File: src/rtl/nano_lsu_hs.sv
// Handshaked load/store unit: sizes and aligns stores, extends loads, stalls the core until
// memory acks, and flags misaligned/illegal accesses and access timeouts.
module nano_lsu_hs #(
    parameter int unsigned XLEN     = 32,
    parameter int unsigned MAX_WAIT = 15
) (
    input  logic              clk_i,
    input  logic              rst_i,
    input  logic              req_i,
    input  logic              we_i,
    input  logic [2:0]        funct3_i,
    input  logic [XLEN-1:0]   addr_i,
    input  logic [XLEN-1:0]   wdata_i,
    output logic              stall_o,
    output logic [XLEN-1:0]   rdata_o,
    output logic              rdata_valid_o,
    output logic              err_o,
    output logic [XLEN-1:0]   d_addr_o,
    output logic [XLEN-1:0]   d_data_o,
    output logic              d_rd_o,
    output logic              d_wr_o,
    output logic [XLEN/8-1:0] d_we_o,
    input  logic [XLEN-1:0]   d_data_i,
    input  logic              d_ack_i
);

    localparam int unsigned NB       = XLEN / 8;
    localparam int unsigned LaneW    = $clog2(NB);
    localparam int unsigned CntW     = (MAX_WAIT < 2) ? 1 : $clog2(MAX_WAIT + 1);
    localparam int unsigned WaitLast = (MAX_WAIT == 0) ? 0 : MAX_WAIT - 1;

    typedef enum logic [1:0] {StIdle, StAccess, StDone} state_e;

    state_e            state_q, state_d;
    logic [XLEN-1:0]   addr_q, wdata_q, rdata_q;
    logic [2:0]        funct3_q;
    logic              we_q, err_q;
    logic [CntW-1:0]   cnt_q;

    logic              misaligned, size_ok, legal, timeout;
    logic [LaneW-1:0]  lane_q;
    logic [XLEN-1:0]   shifted, load_ext, store_rep;
    logic [NB-1:0]     be_base, be;

    assign lane_q  = addr_q[LaneW-1:0];
    assign timeout = (MAX_WAIT != 0) && (cnt_q == CntW'(WaitLast));
    assign rdata_o = rdata_q;

    always_comb begin
        misaligned = 1'b0;
        unique case (funct3_i[1:0])
            2'b00:   misaligned = 1'b0;
            2'b01:   misaligned = addr_i[0];
            2'b10:   misaligned = |addr_i[1:0];
            default: misaligned = |addr_i[2:0];
        endcase
        if (we_i) begin
            size_ok = !funct3_i[2] && ((funct3_i[1:0] != 2'b11) || (XLEN == 64));
        end else begin
            size_ok = (funct3_i != 3'b111) &&
                      (((funct3_i != 3'b011) && (funct3_i != 3'b110)) || (XLEN == 64));
        end
        legal = size_ok && !misaligned;
    end

    // Move the addressed lane down to bit 0, then extend by access size.
    always_comb begin
        shifted  = d_data_i >> {lane_q, 3'b000};
        load_ext = shifted;
        case (funct3_q)
            3'b000:  load_ext = XLEN'($signed(shifted[7:0]));
            3'b001:  load_ext = XLEN'($signed(shifted[15:0]));
            3'b010:  load_ext = XLEN'($signed(shifted[31:0]));
            3'b100:  load_ext = XLEN'(shifted[7:0]);
            3'b101:  load_ext = XLEN'(shifted[15:0]);
            3'b110:  load_ext = XLEN'(shifted[31:0]);
            default: load_ext = shifted;
        endcase
    end

    always_comb begin
        be_base   = '1;
        store_rep = wdata_q;
        unique case (funct3_q[1:0])
            2'b00: begin
                be_base   = NB'(1);
                store_rep = {NB{wdata_q[7:0]}};
            end
            2'b01: begin
                be_base   = NB'(3);
                store_rep = {(NB / 2){wdata_q[15:0]}};
            end
            2'b10: begin
                be_base   = NB'(4'hF);
                store_rep = {(NB / 4){wdata_q[31:0]}};
            end
            default: begin
                be_base   = '1;
                store_rep = wdata_q;
            end
        endcase
        be = be_base << lane_q;
    end

    always_ff @(posedge clk_i) begin
        if (rst_i) state_q <= StIdle;
        else       state_q <= state_d;
    end

    always_comb begin
        state_d = state_q;
        unique case (state_q)
            StIdle:   if (req_i) state_d = legal ? StAccess : StDone;
            StAccess: if (d_ack_i || timeout) state_d = StDone;
            StDone:   state_d = StIdle;
            default:  state_d = StIdle;
        endcase
    end

    always_ff @(posedge clk_i) begin
        if (rst_i) begin
            addr_q   <= '0;
            wdata_q  <= '0;
            rdata_q  <= '0;
            funct3_q <= '0;
            we_q     <= 1'b0;
            err_q    <= 1'b0;
            cnt_q    <= '0;
        end else if (state_q == StIdle && req_i) begin
            addr_q   <= addr_i;
            wdata_q  <= wdata_i;
            funct3_q <= funct3_i;
            we_q     <= we_i;
            err_q    <= !legal;
            cnt_q    <= '0;
        end else if (state_q == StAccess) begin
            // Ack beats a timeout landing in the same cycle.
            if (d_ack_i) begin
                if (!we_q) rdata_q <= load_ext;
            end else if (timeout) begin
                err_q <= 1'b1;
            end else begin
                cnt_q <= cnt_q + 1'b1;
            end
        end
    end

    always_comb begin
        stall_o       = (state_q == StIdle && req_i) || (state_q == StAccess);
        d_rd_o        = 1'b0;
        d_wr_o        = 1'b0;
        d_addr_o      = '0;
        d_data_o      = '0;
        d_we_o        = '0;
        rdata_valid_o = 1'b0;
        err_o         = 1'b0;
        if (state_q == StAccess) begin
            d_rd_o   = !we_q;
            d_wr_o   = we_q;
            d_addr_o = {addr_q[XLEN-1:LaneW], {LaneW{1'b0}}};
            if (we_q) begin
                d_we_o   = be;
                d_data_o = store_rep;
            end
        end
        if (state_q == StDone) begin
            rdata_valid_o = !err_q && !we_q;
            err_o         = err_q;
        end
    end

endmodule

File: config.mk
export PLATFORM = sky130hd
export DESIGN_NAME = nano_lsu_hs
export DESIGN_NICKNAME = d
export VERILOG_FILES = /design/src/rtl/nano_lsu_hs.sv
export SDC_FILE = /design/constraint.sdc
export NUM_CORES = 1
export LEC_CHECK = 0
export CAP_MARGIN = 10
export CORE_MARGIN = 10
export CORE_UTILIZATION = 46
export CTS_BUF_LIST = sky130_fd_sc_hd__clkbuf_8
export DETAILED_ROUTE_END_ITERATION = 8
export PLACE_DENSITY = 0.85
export SLEW_MARGIN = 10
export SYNTH_ARGS = -nofsm -noshare
export SYNTH_HDL_FRONTEND = slang
export SYNTH_SLANG_ARGS = --single-unit
File: constraint.sdc
create_clock -name clk_i -period 5 [get_ports clk_i]
set_input_delay 1.5 -clock clk_i [delete_from_list [all_inputs] [get_ports clk_i]]
set_output_delay 1.5 -clock clk_i [all_outputs]
set_load 0.02 [all_outputs]
==> flow_metrics.py <==
metrics = {
    "pwr": {
        "p_per_area_nw_per_um2": 238,
        "p_seq_frac": 0.537,
        "switching_share": 0.290,
        "internal_power_mw": 1.24,
        "switchingPower_uw": 506,
        "p_leak_nw": 2.58,
        "p_clk_frac": 0.261,
        "power_mw": 1.75,
        "power_frac_comb": 0.202,
        "ir_drop_uv": 140,
    },
    "yosys": {
        "syn_area_per_cell_sq_um": 7.70,
        "yosysSeqAreaShare": 0.418,
        "synthCells": 665,
        "async_flop_share": 0,
        "synth_edf_count": 0,
        "synth-main-ff-cell": "dfxtp_1",
        "ys_warn_count": 0,
        "syn_area_sq_um": 5120,
        "ys_seq_elements": 107,
        "ys_types": 42,
    },
    "route": {
        "wl_per_cell_um": 17.9,
        "routed_wl_mm": 17.6,
        "vias": 5249,
        "drt_iter0_markers": 295,
        "dr.pass1.iters": 6,
        "viasPerCell": 5.36,
        "drc": 0,
        "ant_nets": 0,
    },
    "place": {
        "place.gp.congestion": 0.928,
        "port_buffers": 206,
        "dp_hpwl_mm": 13.0,
        "place_inst": 963,
    },
    "min_path": {
        "hp-class": "reg -> reg",
    },
    "worst_setup_path": {
        "cp-end-kind": "output port",
        "cp_max_fo": 29,
        "crit_required_ns": 3.50,
        "path_cells": "nand2_1 -> nor3_1 -> clkdlybuf4s50_1",
        "cp_slowest_stage_delay_ns": 0.68,
        "path_buf_inv": 1,
        "path_delay_family": "simple AND/OR/NAND/NOR gates",
        "critPathArrivalTime_ns": 2.84,
        "critPathKind": "reg -> out",
        "cp_slowest_cell": "nand2_1",
        "startpoint_type": "flip-flop",
    },
    "clock_network": {
        "cts_buffer_depth": 2,
        "cts.repair.resized": 0,
        "cts_root_buf": "clkbuf_8",
        "post-cts-setup-buffers": 0,
        "cts_tree": "done",
        "htree_levels": 3,
        "clock_sinks": 107,
        "hold_buffers": 0,
        "clkTransAtPathRegs_ns": 0.10,
        "clk_latency_ns": 0.37,
        "cts_buffers": 9,
    },
    "timing": {
        "setup_viol": 0,
        "skew_ns": 0.0102,
        "finalHoldViolCount": 0,
        "maxSlewHeadroom": 0.260,
        "rsz0062_at_grt": "no",
        "clock.fmax_ghz": 0.231,
        "period_needed_ns": 4.34,
        "worstMarginPinSlew_ns": 1.11,
        "drv_slew": 0,
        "tns_ns": 0,
        "finalCritPeriodShare": 0.868,
    },
    "final_layout": {
        "final_util": 0.674,
        "drive_gt1_frac": 0.0572,
        "area_growth_pct": 43.3,
        "diodes": 0,
        "layout.nets": 940,
        "stdcell_count": 979,
    },
    "floorplan": {
        "num_rows": 38,
        "die_w_um": 126,
        "die_y_um": 126,
        "start_util": 0.470,
        "die_area_sq_um": 15800,
        "fp.coreArea_sq_um": 10900,
        "ioPinCount": 209,
    },
    "global_routing": {
        "grt.overflow.total": 0,
        "grt_pass1_wl_mm": 27.4,
        "grt_antenna_before_repair": 0,
        "track_usage": 0.209,
        "grt_max_degree": 101,
        "grt_pass1_vias": 5153,
    },
    "run": {
        "cap_violations": 0,
    },
    "status": {
        "status": "finished, final reports clean",
    },
}
routing by layer:
layer / vias up / GRT usage / wire length (um)
met2: 201 / 0.342 / 8210
met4: 0 / 0.0847 / 458
met3: 32 / 0.0765 / 1630
met5: - / 0 / 0
li1: 2564 / - / -
met1: 2452 / 0.243 / 7270
kinds of logic (layout without fill, tap and decap cells):
| group | after synthesis | in the layout | synth area share |
|---|---|---|---|
| simple gates | 307 | 307 | 0.256 |
| xor+xnor | 3 | 3 | 0.00513 |
| compound gates | 145 | 145 | 0.174 |
| buf+inv | 58 | 231 | 0.0501 |
| flops | 107 | 107 | 0.418 |
| other cells | 1 | 2 | 0.000732 |
| fa+ha+maj | 2 | 2 | 0.00489 |
| mux | 42 | 42 | 0.0907 |
final cells by class:
| type | count | area [sq um] |
|---|---|---|
| Fill cell | 912 | 3550 |
| Multi-Input combinational cell | 501 | 2750 |
| Inverter | 3 | 11.3 |
| Sequential cell | 107 | 2140 |
| Tap cell | 140 | 175 |
| Clock inverter | 7 | 30.0 |
| Clock buffer | 9 | 124 |
| Timing Repair Buffer | 212 | 2100 |
placed cells by master (no fill, tap or decap), drive strengths merged, types with 2 or more instances in the layout:
cell type      count
clkdlybuf4s50    205
nand2            187
dfxtp            107
a21oi             96
nor2              58
and2              31
mux2i             25
a211oi            20
mux2              15
and3               9
clkbuf             9
o22ai              8
inv                7
nor3               7
o2bb2ai            7
o211ai             7
buf                7
nand2b             3
xnor2              3
clkinv             3
nor2b              3
nor4b              2
mux4               2
ha                 2
conb               2
synth_stat cells, drive strengths merged, types with 8 or more instances:
cell type,n,area share
and2,31,0.038
dfxtp,107,0.42
a211oi,20,0.033
mux2i,25,0.049
nor2,58,0.043
o22ai,8,0.0098
a21oi,96,0.096
and3,9,0.011
buf,24,0.025
nand2,187,0.14
mux2,15,0.033
clkbuf,31,0.023
worst min-delay path, cell delays in order (launching register included):
cell,delay [ns]
dfxtp_1,0.31
nand2_1,0.05
a21oi_1,0.05
power by group through the flow:
stage / logic (mW) / clock network (mW) / registers [mW]
after floorplan: 0.198 / 0 / 0.949
after global placement: 0.345 / 0 / 0.955
after detailed placement: 0.352 / 0 / 0.958
after CTS: 0.354 / 0.466 / 0.938
after global routing: 0.387 / 0.500 / 0.946
final: 0.354 / 0.456 / 0.939
per-stage QoR:
step | worst slack, ns | instance area (sq um) | hold slack [ns]
finish | 0.662 | 7340 | 0.453
global placement | 0.703 | 7180 | 0.437
floorplan | 1.68 | 5120 | 0.432
CTS | 0.623 | 7330 | 0.456
detailed placement | 0.703 | 7180 | 0.442
global route | 0.472 | 7340 | 0.473
flip-flops by register name (all words and copies together) (netlist names):
register and cells:
addr_q 32, rdata_o 32, wdata_q 32, cnt_q 4, funct3_q 3, state_q 2, err_q 1, we_q 1
path summary, 6_finish.rpt:
path	start	to	slack (ns)	cells past startpoint
min	addr_q[23]	addr_q[23]	0.45	2
max reg2reg	state_q[0]	rdata_o[31]	2.69	5
max	we_q	d_we_o[0]	0.66	3
min reg2reg	addr_q[23]	addr_q[23]	0.45	2
No activity file was read; power rests on OpenSTA's default activity.
